--- config.mk ---
export PLATFORM = sky130hd
export DESIGN_NAME = ctrl_pipe_flat
export DESIGN_NICKNAME = d
export VERILOG_FILES = /design/src/rtl/ctrl_pipe_pkg.sv /design/src/rtl/ctrl_pipe_if.sv /design/src/rtl/ctrl_pipe_decode.sv /design/src/rtl/ctrl_pipe.sv /design/src/flat_wrapper.sv
export SDC_FILE = /design/constraint.sdc
export NUM_CORES = 1
export LEC_CHECK = 0
export CORE_ASPECT_RATIO = 0.6
export CORE_MARGIN = 4
export CORE_UTILIZATION = 37
export DETAILED_ROUTE_END_ITERATION = 7
export GPL_ROUTABILITY_DRIVEN = 0
export PLACE_DENSITY = 0.77
export SYNTH_ARGS = -nofsm -noshare
export SYNTH_HDL_FRONTEND = slang
export SYNTH_SLANG_ARGS = --single-unit
--- constraint.sdc ---
create_clock -name clk -period 1.75 [get_ports clk]
set_input_delay 0.175 -clock clk [delete_from_list [all_inputs] [get_ports clk]]
set_output_delay 0.175 -clock clk [all_outputs]
set_load 0.01 [all_outputs]
--- src/rtl/ctrl_pipe_pkg.sv ---
// ctrl_pkg: shared control-bundle layout, field indices and MIPS opcode/funct constants for ctrl_pipe (MDU decode gated by CTRL_PIPE_MDU_EN)
package ctrl_pkg;
  localparam int CTL_W = 18;
  localparam int B_REGWRITE = 0;
  localparam int B_MEMTOREG = 1;
  localparam int B_MEMWRITE = 2;
  localparam int B_SW = 3;
  localparam int B_SH = 4;
  localparam int B_SB = 5;
  localparam int B_JAL = 6;
  localparam int B_JALR = 7;
  localparam int B_BGEZAL = 8;
  localparam int B_MULT = 9;
  localparam int B_DIV = 10;
  localparam int B_MFHI = 11;
  localparam int B_MFLO = 12;
  localparam int B_WA = 13;
  localparam logic [5:0] OP_RTYPE = 6'h00;
  localparam logic [5:0] OP_REGIMM = 6'h01;
  localparam logic [5:0] OP_JAL = 6'h03;
  localparam logic [5:0] OP_ADDI = 6'h08;
  localparam logic [5:0] OP_ORI = 6'h0d;
  localparam logic [5:0] OP_LUI = 6'h0f;
  localparam logic [5:0] OP_LB = 6'h20;
  localparam logic [5:0] OP_LH = 6'h21;
  localparam logic [5:0] OP_LW = 6'h23;
  localparam logic [5:0] OP_LBU = 6'h24;
  localparam logic [5:0] OP_LHU = 6'h25;
  localparam logic [5:0] OP_SB = 6'h28;
  localparam logic [5:0] OP_SH = 6'h29;
  localparam logic [5:0] OP_SW = 6'h2b;
  localparam logic [5:0] FN_SRA = 6'h03;
  localparam logic [5:0] FN_SLLV = 6'h04;
  localparam logic [5:0] FN_SRLV = 6'h06;
  localparam logic [5:0] FN_SRAV = 6'h07;
  localparam logic [5:0] FN_JALR = 6'h09;
  localparam logic [5:0] FN_MFHI = 6'h10;
  localparam logic [5:0] FN_MFLO = 6'h12;
  localparam logic [5:0] FN_MULT = 6'h18;
  localparam logic [5:0] FN_MULTU = 6'h19;
  localparam logic [5:0] FN_DIV = 6'h1a;
  localparam logic [5:0] FN_DIVU = 6'h1b;
  localparam logic [5:0] FN_ADDU = 6'h21;
  localparam logic [5:0] FN_SUBU = 6'h23;
  localparam logic [5:0] FN_OR = 6'h25;
  localparam logic [5:0] FN_SLT = 6'h2a;
  localparam logic [5:0] FN_SLTU = 6'h2b;
  typedef struct packed {
    logic [4:0] wa;
    logic mflo;
    logic mfhi;
    logic div;
    logic mult;
    logic bgezal;
    logic jalr;
    logic jal;
    logic sb;
    logic sh;
    logic sw;
    logic memwrite;
    logic memtoreg;
    logic regwrite;
  } ctl_t;
endpackage

--- src/rtl/ctrl_pipe_if.sv ---
// ctrl_pipe_if: D-stage instruction/stall inputs and per-stage control bundle outputs of ctrl_pipe
interface ctrl_pipe_if import ctrl_pkg::*; #(parameter int STAGES = 3);
  logic [31:0] instr_D;
  logic stall_i;
  logic [STAGES*CTL_W-1:0] ctl_o;
  logic md_busy_o;
  logic md_stall_o;
  modport master(output instr_D, stall_i, input ctl_o, md_busy_o, md_stall_o);
  modport slave(input instr_D, stall_i, output ctl_o, md_busy_o, md_stall_o);
endinterface

--- src/rtl/ctrl_pipe_decode.sv ---
// ctrl_decode: combinational instruction to control bundle decoder (mult/div/mfhi/mflo only with CTRL_PIPE_MDU_EN)
module ctrl_decode import ctrl_pkg::*; (
  input logic [31:0] instr,
  output ctl_t ctl
);
  logic [5:0] op, fn;
  logic [4:0] rt, rd, wa;
  logic rw;
  logic unused_bits;
  ctl_t c;
  assign op = instr[31:26];
  assign fn = instr[5:0];
  assign rt = instr[20:16];
  assign rd = instr[15:11];
  assign unused_bits = ^{instr[25:21], instr[10:6]};
  // decode raw fields, then enforce the regwrite/wa consistency rules
  always_comb begin
    c = '0;
    rw = 1'b0;
    wa = '0;
    case (op)
      OP_RTYPE:
        case (fn)
          FN_ADDU, FN_SUBU, FN_OR, FN_SLT, FN_SLTU, FN_SLLV, FN_SRAV, FN_SRLV, FN_SRA: begin
            rw = 1'b1;
            wa = rd;
          end
          FN_JALR: begin
            rw = 1'b1;
            wa = rd;
            c.jalr = 1'b1;
          end
`ifdef CTRL_PIPE_MDU_EN
          FN_MULT, FN_MULTU: c.mult = 1'b1;
          FN_DIV, FN_DIVU: c.div = 1'b1;
          FN_MFHI: begin
            rw = 1'b1;
            wa = rd;
            c.mfhi = 1'b1;
          end
          FN_MFLO: begin
            rw = 1'b1;
            wa = rd;
            c.mflo = 1'b1;
          end
`endif
          default: ;
        endcase
      OP_ORI, OP_LUI, OP_ADDI: begin
        rw = 1'b1;
        wa = rt;
      end
      OP_LW, OP_LH, OP_LHU, OP_LB, OP_LBU: begin
        rw = 1'b1;
        wa = rt;
        c.memtoreg = 1'b1;
      end
      OP_SW: {c.memwrite, c.sw} = 2'b11;
      OP_SH: {c.memwrite, c.sh} = 2'b11;
      OP_SB: {c.memwrite, c.sb} = 2'b11;
      OP_JAL: begin
        rw = 1'b1;
        wa = 5'd31;
        c.jal = 1'b1;
      end
      OP_REGIMM: begin
        rw = 1'b1;
        wa = 5'd31;
        c.bgezal = 1'b1;
      end
      default: ;
    endcase
    c.regwrite = rw && wa != '0;
    c.wa = c.regwrite ? wa : '0;
  end
  assign ctl = c;
endmodule

--- src/rtl/ctrl_pipe.sv ---
// ctrl_pipe: decode-once control bundle pipeline with bubble insertion and mult/div busy tracking (MDU enabled by CTRL_PIPE_MDU_EN)
module ctrl_pipe import ctrl_pkg::*; #(
  parameter int STAGES = 3,
  parameter int MULT_CYCLES = 5,
  parameter int DIV_CYCLES = 10
) (
  input logic clk,
  input logic reset,
  ctrl_pipe_if.slave bus
);
  localparam int W = STAGES * CTL_W;
  ctl_t dec;
  logic bubble, busy, md_stall;
  logic [W-1:0] ctl_q, ctl_d;
  ctrl_decode u_dec (.instr(bus.instr_D), .ctl(dec));
  assign bubble = bus.stall_i | md_stall;
  // stage 0 takes the decoded bundle or a bubble; later stages always shift
  always_comb ctl_d = {ctl_q[W-CTL_W-1:0], bubble ? ctl_t'('0) : dec};
  // stage registers
  always_ff @(posedge clk) begin
    if (reset) ctl_q <= '0;
    else ctl_q <= ctl_d;
  end
`ifdef CTRL_PIPE_MDU_EN
  localparam int CW = $clog2(DIV_CYCLES + 1);
  logic [CW-1:0] cnt_q, cnt_d;
  logic s0_mult, s0_div;
  assign s0_mult = ctl_q[B_MULT];
  assign s0_div = ctl_q[B_DIV];
  // load busy length when a mult/div sits in stage 0, otherwise count down to idle
  always_comb cnt_d = s0_mult ? CW'(MULT_CYCLES) : s0_div ? CW'(DIV_CYCLES) : cnt_q - CW'(cnt_q != '0);
  // MDU busy counter
  always_ff @(posedge clk) begin
    if (reset) cnt_q <= '0;
    else cnt_q <= cnt_d;
  end
  assign busy = (cnt_q != '0) | s0_mult | s0_div;
  assign md_stall = busy & (dec.mult | dec.div | dec.mfhi | dec.mflo);
`else
  localparam int unused_cycles = MULT_CYCLES + DIV_CYCLES;
  assign busy = 1'b0;
  assign md_stall = 1'b0;
`endif
  assign bus.ctl_o = ctl_q;
  assign bus.md_busy_o = busy;
  assign bus.md_stall_o = md_stall;
endmodule

--- src/flat_wrapper.sv ---
// flat-port wrapper written by rule: the top's interface ports become plain ports
module ctrl_pipe_flat import ctrl_pkg::*;
#(
  parameter int STAGES = 3,
  parameter int MULT_CYCLES = 5,
  parameter int DIV_CYCLES = 10
)
  (clk, reset, bus_instr_D, bus_stall_i, bus_ctl_o, bus_md_busy_o, bus_md_stall_o);
  ctrl_pipe_if #(.STAGES(STAGES)) bus_i ();
  input logic clk;
  input logic reset;
  input wire logic [$bits(bus_i.instr_D)-1:0] bus_instr_D;
  input wire logic [$bits(bus_i.stall_i)-1:0] bus_stall_i;
  output wire logic [$bits(bus_i.ctl_o)-1:0] bus_ctl_o;
  output wire logic [$bits(bus_i.md_busy_o)-1:0] bus_md_busy_o;
  output wire logic [$bits(bus_i.md_stall_o)-1:0] bus_md_stall_o;
  assign bus_i.instr_D = bus_instr_D;
  assign bus_i.stall_i = bus_stall_i;
  assign bus_ctl_o = bus_i.ctl_o;
  assign bus_md_busy_o = bus_i.md_busy_o;
  assign bus_md_stall_o = bus_i.md_stall_o;
  ctrl_pipe #(.STAGES(STAGES), .MULT_CYCLES(MULT_CYCLES), .DIV_CYCLES(DIV_CYCLES)) u_core (.clk(clk), .reset(reset), .bus(bus_i));
endmodule
* Word-level counts from Yosys, hierarchy flattened
Index checks and enable logic that the tools add are counted.
** Operators by class
- Add/sub/neg operators :: 0
- Multiply operators :: 0
- Divide/modulo/power cells :: 0
- $lt $le $gt $ge :: 0
- Eq/ne operators :: 23
- Shift-type cells :: 0
- Mux-type cells :: 12
- Bitwise gates (word level) :: 2
- Reductions and logical operators :: 12
** Operator list (number)
- 6-bit == test, second input constant :: 13
- 6-bit by 4-bit == test with 1-bit output, second input constant :: 4
- 10-bit OR reduction :: 2
- 6-bit by 3-bit == test with 1-bit output, second input constant :: 3
- 5-bit one-hot mux with 3 select lines :: 1
- 6-bit by 2-bit == test with 1-bit output, second input constant :: 2
- 1-bit two-way mux :: 9
- 3-bit OR reduction :: 3
- 8-bit OR reduction :: 1
- 6-bit by 1-bit == test with 1-bit output, second input constant :: 1
- 6-bit zero test :: 1
- 5-bit two-way mux :: 1
- 5-bit nonzero test :: 1
- 5-bit OR reduction :: 1
- 2-bit OR reduction :: 2
- 1-bit inverter :: 2
- 1-bit one-hot mux with 2 select lines :: 1
- 1-bit logical AND :: 1
** Storage, ports and cells
- Register bits after elaboration :: 54
- Latch bits :: 0
- Memory bits (writable) :: 0
- Bits in read-only memories :: 0
- Output and inout port bits :: 56
- Word-level logic and storage cells :: 53
- Memories kept :: 0

* Depth between registers and ports, before layout
Gate-level depths: netlist of the first run.
- Word-level depth :: 8
- Depth in mapped cells :: 6

* Hierarchy
From an unflattened synthesis of the first run, not the netlist that was laid out.
** Second synthesis, totals
- Cells, all modules :: 172
- Area, all modules :: 1968.1 µm²
** Modules (own cells, without submodules)
- ctrl_pipe :: instances 1, cells an instance 119, area an instance 1621.6 µm², seq. area each 1081.0 µm²
- ctrl_decode :: instances 1, cells an instance 53, area an instance 346.6 µm², seq. area each 0.0 µm²

* Least setup slack after synthesis of the first run
Ideal clock, no wire load.
- Kind :: input port to flip-flop
- From :: in bus_instr_D[29]
- To :: reg u_core.ctl_q[13], in the netlist u_core.bus.ctl_o[13]
- Data arrival time :: 1.383 ns
- Required time :: 1.676 ns
- Slack :: 0.293 ns
- Stages :: 6
- Buffers on the path :: 2
- Path through :: buf_4 or4_1 buf_2 nor4_4 o211ai_1 a31oi_1
** Between the ends
- Longest elaborated chain between the ends :: 7
** RTL lines
- start: declaration :: RTL line flat_wrapper.sv:12 : input wire logic [$bits(bus_i.instr_D)-1:0] bus_instr_D;
- 6-bit == test (tied with other cells) :: RTL line ctrl_pipe_decode.sv:21 : case (op)
- 8-bit OR reduction (no line) or 2-bit OR reduction (tied branches)
- 5-bit one-hot mux with 3 select lines :: RTL line ctrl_pipe_decode.sv:21
- 5-bit nonzero test :: RTL line ctrl_pipe_decode.sv:73 : c.regwrite = rw && wa != '0;
- 1-bit logical AND :: RTL line ctrl_pipe_decode.sv:73
- 1-bit inverter (no line)
- 3-bit OR reduction (no line)
- end signal: assignment :: RTL line ctrl_pipe.sv:22 : else ctl_q <= ctl_d;
- end: declaration :: RTL line ctrl_pipe.sv:14 : logic [W-1:0] ctl_q, ctl_d;
Several ways; a longest one is shown, not always the timed one.
A chain may end at the register's enable or synchronous reset.

* Worst setup path in the final report of the first run
- From :: in bus_instr_D[27]
- To :: reg u_core.ctl_q[16], in the netlist u_core.bus.ctl_o[16]
Same word-level chain as after synthesis.

==> flow_metrics.py, run 1 <==
metrics = {
    "final_layout": {
        "final_common_cell": "clkdlybuf4s50_1",
        "drive_gt1_frac": 0.08898,
        "num_antenna_cells": 0,
        "nets": 271,
        "final_cell_mix": "62 x clkdlybuf4s50_1, 42 x dfxtp_1, 28 x nor2b_1, 14 x conb_1",
        "design_area_mm2": 0.002455,
        "syn_to_final_growth_pct": 54.00,
        "largest_reg_flops": 42,
        "fillers": 373,
    },
    "synthesis": {
        "ys_ff_latch": 42,
        "yosysSeqAreaShare": 0.5275,
        "yosysTopAreaCellShare": 0.5275,
        "synth.avg_cell_area_um2": 9.963,
        "synthCells": 160,
        "synth_cell_types": 29,
        "synthesis.yosys.warnings": 0,
        "syn_area_mm2": 0.001594,
        "synth_area_leaders": "dfxtp_1 53%, nor2b_1 11%, buf_4 7.1%",
        "synth_top_cell_by_area": "dfxtp_1",
    },
    "global_route": {
        "use_met3": 0.03576,
        "grt_max_degree": 29,
        "use_met1": 0.1756,
        "use_met2": 0.1918,
        "grt.overflow.total": 0,
        "grt_pass1_vias": 1173,
        "grt-busiest-layer": "met2",
        "grt_usage": 0.1294,
        "antenna_found_initial": 0,
        "grt_pass1_wl_mm": 5.533,
    },
    "sta": {
        "final-setup-viol-count": 0,
        "period_minus_slack_ns": 1.651,
        "finalHoldViolCount": 0,
        "final.period_utilization": 0.9432,
        "max_freq_mhz": 605.8,
        "finClkSkew_ns": 0.006630,
        "drv_slew": 0,
        "rsz0062_at_grt": "no",
    },
    "cts": {
        "clk_path_buf_depth": 2,
        "tritoncts": "yes",
        "root_buffer": "clkbuf_8",
        "clk_pin_slew_ns": 0.07,
        "cts_max_level": 2,
        "cts_buffers": 5,
        "clkLatencyLatePin_ns": 0.28,
        "cts_sinks": 42,
    },
    "status": {
        "status": "completed",
    },
    "pwr": {
        "p_leak_nw": 0.9350,
        "powerDensity_mw_per_mm2": 771.6,
        "power_mw": 1.894,
        "peakVddDrop_v": 0.0002946,
    },
    "worst_hold_path": {
        "hold_start": "bus_instr_D[29]",
        "min_path_cells": 3,
        "hp-class": "in2reg",
        "min_delay_worst_endpoint": "u_core.bus.ctl_o[1]$_SDFF_PP0_",
    },
    "setup_path": {
        "r2r-end": "u_core.bus.ctl_o[32]$_SDFF_PP0_",
        "cp-end-kind": "flip-flop",
        "r2r_slack_ns": 1.18,
        "startpoint_type": "input port",
        "required_ns": 1.95,
        "crit_type": "in2reg",
        "r2r-start": "u_core.bus.ctl_o[14]$_SDFF_PP0_",
        "r2r_cells": 1,
        "worstPathArrival_ns": 1.85,
        "crit_fanout": 6,
    },
    "placed_design": {
        "port_buffers": 66,
        "dpl_cell_area_mm2": 0.002321,
        "dp_hpwl_mm": 2.875,
    },
    "die": {
        "die_w_um": 92.74,
        "die_h_um": 58.84,
        "die_area_mm2": 0.005457,
        "start_util": 0.3868,
        "num_rows": 18,
        "pin_count": 91,
        "core_mm2": 0.004121,
    },
    "routing": {
        "vias": 1356,
        "routed_wl_mm": 3.637,
        "vias_per_cell": 4.581,
        "drc": 0,
        "drtAntennaViolNets": 0,
        "wl_per_cell_um": 12.29,
        "drtIter0Drc": 39,
        "firstDrtPassIters": 4,
    },
    "run": {
        "max_cap_viol_count": 0,
    },
}
-- cell type report --
type,instances,area (um2),share of cell area
clock buffer,6,82.58,0.03364
clock inverter,1,30.03,0.01223
inverter,2,7.507,0.003058
multi-input combinational,109,673.1,0.2742
sequential,42,840.8,0.3425
tap,60,75.07,0.03058
timing repair buffer,76,745.7,0.3038
-- Yosys cell counts --
library cell and number:
nor4_4 1, and4bb_1 1, nand2_1 7, nor2_1 9, or2_1 1, or2_2 1, a21oi_1 4, a31oi_1 10
and4_1 1, o311ai_1 1, nand3_1 2, or3b_1 1, dfxtp_1 42, or2b_1 1, conb_1 1, a211o_1 1
buf_4 15, clkbuf_1 4, or4_1 1, nor3_1 3, a2111oi_0 6, and4b_1 1, inv_1 2, buf_2 1
or3_1 2, nor2b_1 28, nor4b_1 2, nand2b_1 4, o211ai_1 7
-- metrics by stage --
stage                     hold slack, ns  utilization  std cells  TNS, ns  setup slack [ns]
after floorplan                   0.2518            -        173        0            0.2932
after global placement            0.4457       0.5631        289   -1.026           -0.2046
after detailed placement          0.4498       0.5631        289   -1.421           -0.2775
after CTS                         0.4580       0.5905        296        0           0.02588
after global routing              0.2910       0.5956        296        0           0.01881
final                             0.2693       0.5956        296        0           0.09939
-- power by group --
part           internal [mW]  leakage (nW)  total, mW  switching, mW
clock network          0.456        0.0573      0.746          0.290
logic                 0.0904         0.539      0.184         0.0935
registers              0.961         0.339      0.964        0.00275
total                   1.51         0.935       1.89          0.386
-- logic make-up after synthesis --
family / count (synthesis) / synth area share
buf+inv: 22 / 0.08791
flops: 42 / 0.5275
other cells: 1 / 0.002353
simple gates: 66 / 0.2535
compound gates: 29 / 0.1287
-- worst max-delay path by stage --
stage,start,to,slack (ns)
floorplan,bus_instr_D[29],u_core.bus.ctl_o[13]$_SDFF_PP0_,0.29
global placement,bus_instr_D[30],u_core.bus.ctl_o[13]$_SDFF_PP0_,-0.20
detailed placement,bus_instr_D[30],u_core.bus.ctl_o[13]$_SDFF_PP0_,-0.28
CTS,bus_instr_D[30],u_core.bus.ctl_o[13]$_SDFF_PP0_,0.03
global route,bus_instr_D[26],u_core.bus.ctl_o[13]$_SDFF_PP0_,0.02
finish,bus_instr_D[27],u_core.bus.ctl_o[16]$_SDFF_PP0_,0.1
-- repair_timing --
action                                  in CTS  in global routing
gates resized for setup                      0                  8
hold buffers                                 0                  0
setup buffers                                0                  0
endpoints found under the setup margin       0                  2
-- metal layers --
| layer | vias to the layer above | part of all wire |
|---|---|---|
| met5 | - | 0 |
| met4 | 0 | 0.015 |
| met3 | 8 | 0.099 |
| met2 | 72 | 0.43 |
| met1 | 595 | 0.46 |
| li1 | 681 | - |
-- critical path, cell delays in order --
cell	delay, ns
clkdlybuf4s50_1	0.41
or3_1	0.47
a2111oi_1	0.47
a31oi_1	0.11
a31oi_1	0.21
Power figures use the tool's default switching activity.
==> run 2: changes to the inputs <==
--- a/config.mk
+++ b/config.mk
@@ -6,11 +6,11 @@
 export NUM_CORES = 1
 export LEC_CHECK = 0
 export CORE_ASPECT_RATIO = 0.6
-export CORE_MARGIN = 4
 export CORE_UTILIZATION = 37
 export DETAILED_ROUTE_END_ITERATION = 7
 export GPL_ROUTABILITY_DRIVEN = 0
 export PLACE_DENSITY = 0.77
+export SLEW_MARGIN = 15
 export SYNTH_ARGS = -nofsm -noshare
 export SYNTH_HDL_FRONTEND = slang
 export SYNTH_SLANG_ARGS = --single-unit
==> run 2 against run 1 <==
  * Clock skew about the same
  * Wire length down 4.5%
  * Critical path depth unchanged
  * Register-to-register slack about the same
  * Critical endpoint is now u_core.bus.ctl_o[15]$_SDFF_PP0_
  * Via count up 2.2%
  * Design area down 1.1%
  * Sequential share of layout area up 0.39 points
  * Non-clock buffer count unchanged
  * Hold slack better by 0.085 ns
  * Sequential cell count unchanged
  * Maximum frequency down 0.89%
==> flow_metrics.py, run 2 (same netlist as run 1, synthesis figures left out) <==
metrics = {
    "routing": {
        "routed_wl_mm": 3.472,
        "drc": 0,
        "firstDrtPassIters": 4,
        "drtIter0Drc": 38,
        "drtAntennaViolNets": 0,
        "vias": 1386,
        "wl_per_cell_um": 11.69,
        "vias_per_cell": 4.667,
    },
    "setup_path": {
        "r2r_slack_ns": 1.19,
        "required_ns": 1.96,
        "cp-end-kind": "flip-flop",
        "r2r_cells": 1,
        "r2r-end": "u_core.bus.ctl_o[35]$_SDFF_PP0_",
        "critPathBufInv": 1,
        "crit_fanout": 6,
        "worstPathArrival_ns": 1.88,
        "path_cells": "clkdlybuf4s50_1, or3_1, a2111oi_0, a31oi_1, a31oi_1",
        "crit_family": "compound AO/OA/AOI/OAI gates",
        "crit_top_cell": "a31oi_1",
        "r2r-start": "u_core.bus.ctl_o[17]$_SDFF_PP0_",
        "crit_type": "in2reg",
        "critPathMaxStageDelay_ns": 0.51,
        "crit_slowest_cell": "a2111oi_0",
        "startpoint_type": "input port",
    },
    "cts": {
        "clk_path_buf_depth": 2,
        "clk_pin_slew_ns": 0.07,
        "post_cts_resized": 0,
        "cts_max_level": 2,
        "tritoncts": "yes",
        "post-cts-setup-buffers": 0,
        "root_buffer": "clkbuf_8",
        "cts_buffers": 5,
        "ctsHoldBuffers": 0,
        "clkLatencyLatePin_ns": 0.29,
        "cts_sinks": 42,
    },
    "die": {
        "start_util": 0.3868,
        "core_mm2": 0.004121,
        "die_area_mm2": 0.004583,
        "pin_count": 91,
        "num_rows": 18,
        "die_h_um": 52.84,
        "die_w_um": 86.74,
    },
    "placed_design": {
        "port_buffers": 66,
        "dp_slack_ns": -0.2239,
        "dp_hpwl_mm": 2.755,
    },
    "pwr": {
        "p_leak_nw": 0.9153,
        "powerDensity_mw_per_mm2": 731.5,
        "peakVddDrop_v": 0.0003520,
    },
    "worst_hold_path": {
        "min_delay_worst_endpoint": "u_core.bus.ctl_o[6]$_SDFF_PP0_",
        "hp-class": "in2reg",
        "min_path_cells": 4,
        "hold_start": "bus_instr_D[30]",
    },
    "sta": {
        "final.period_utilization": 0.9516,
        "drv_slew": 0,
        "max_freq_mhz": 600.5,
        "finClkSkew_ns": 0.006337,
        "period_minus_slack_ns": 1.665,
        "final-setup-viol-count": 0,
        "setup_slack_ns": 0.08463,
        "holdWs_ns": 0.3539,
        "finalHoldViolCount": 0,
        "rsz0062_at_grt": "no",
        "timing.setup.tns_ns": 0,
    },
    "final_layout": {
        "largest_reg_flops": 42,
        "final_cell_mix": "63 x clkdlybuf4s50_1, 42 x dfxtp_1, 28 x nor2b_1, 14 x conb_1",
        "final_common_cell": "clkdlybuf4s50_1",
        "num_antenna_cells": 0,
        "nets": 271,
        "drive_gt1_frac": 0.08861,
        "syn_to_final_growth_pct": 52.28,
    },
    "global_route": {
        "grt_max_degree": 29,
        "grt.overflow.total": 0,
        "grt_pass1_wl_mm": 5.637,
        "grt_pass1_vias": 1245,
        "antenna_found_initial": 0,
        "grt_usage": 0.1674,
    },
    "status": {
        "status": "completed",
    },
    "run": {
        "max_cap_viol_count": 0,
    },
}
-- run 2: changes by cell type in the layout (fill, tap and decap cells not counted) --
| cell | change |
|---|---|
| a2111oi_0 | +2 |
| a2111oi_1 | -1 |
| a2111oi_2 | -1 |
| bufinv_16 | -1 |
| clkdlybuf4s50_1 | +1 |
| clkinv_2 | +1 |
| clkinvlp_4 | +1 |
| dlymetal6s2s_1 | -1 |
-- run 2: metrics by stage --
step	std cells	util	total power, mW	instance area, um2
2_1_floorplan	173	-	1.079	1643
3_3_place_gp	289	0.5631	1.163	2321
3_5_place_dp	289	0.5631	1.167	2321
4_1_cts	297	0.5862	1.792	2416
5_1_grt	297	0.5890	1.866	2427
6_report	297	0.5890	1.775	2427
-- run 2: tightest hold or removal path, stage by stage --
cell            delay (ns)
dlymetal6s2s_1        0.10
or4_4                 0.15
buf_4                 0.12
nor2_1                0.04
-- run 2: how the worst max path moves through the flow --
stage                          from                               to  slack, ns  depth (start not counted)
floorplan           bus_instr_D[29]  u_core.bus.ctl_o[13]$_SDFF_PP0_       0.29                          6
global placement    bus_instr_D[30]  u_core.bus.ctl_o[17]$_SDFF_PP0_      -0.21                          5
detailed placement  bus_instr_D[31]  u_core.bus.ctl_o[17]$_SDFF_PP0_      -0.22                          5
CTS                 bus_instr_D[31]  u_core.bus.ctl_o[17]$_SDFF_PP0_       0.08                          5
global route        bus_instr_D[29]  u_core.bus.ctl_o[17]$_SDFF_PP0_       0.04                          5
finish              bus_instr_D[27]  u_core.bus.ctl_o[15]$_SDFF_PP0_       0.08                          5
-- run 2: power by group --
part	leakage [nW]	switching [mW]	internal, mW
Clock	0.0472	0.312	0.317
Sequential	0.339	0.00266	0.961
Combinational	0.530	0.0929	0.0905
Total	0.915	0.407	1.37
-- run 2: metal layers --
layer	part of all wire	wire, um	GRT usage
met1	0.47	1649	0.2077
met4	0.012	41	0.08056
met2	0.44	1537	0.2579
met5	0	0	0
met3	0.070	243	0.06299
-- run 2: cell type report --
type                            count  area, um2
Sequential cell                    42      840.8
Inverter                            2      7.507
Multi-Input combinational cell    109      665.6
Fill cell                         376       1694
Clock inverter                      2      12.51
Clock buffer                        6      82.58
Tap cell                           60      75.07
Timing Repair Buffer               76      743.2
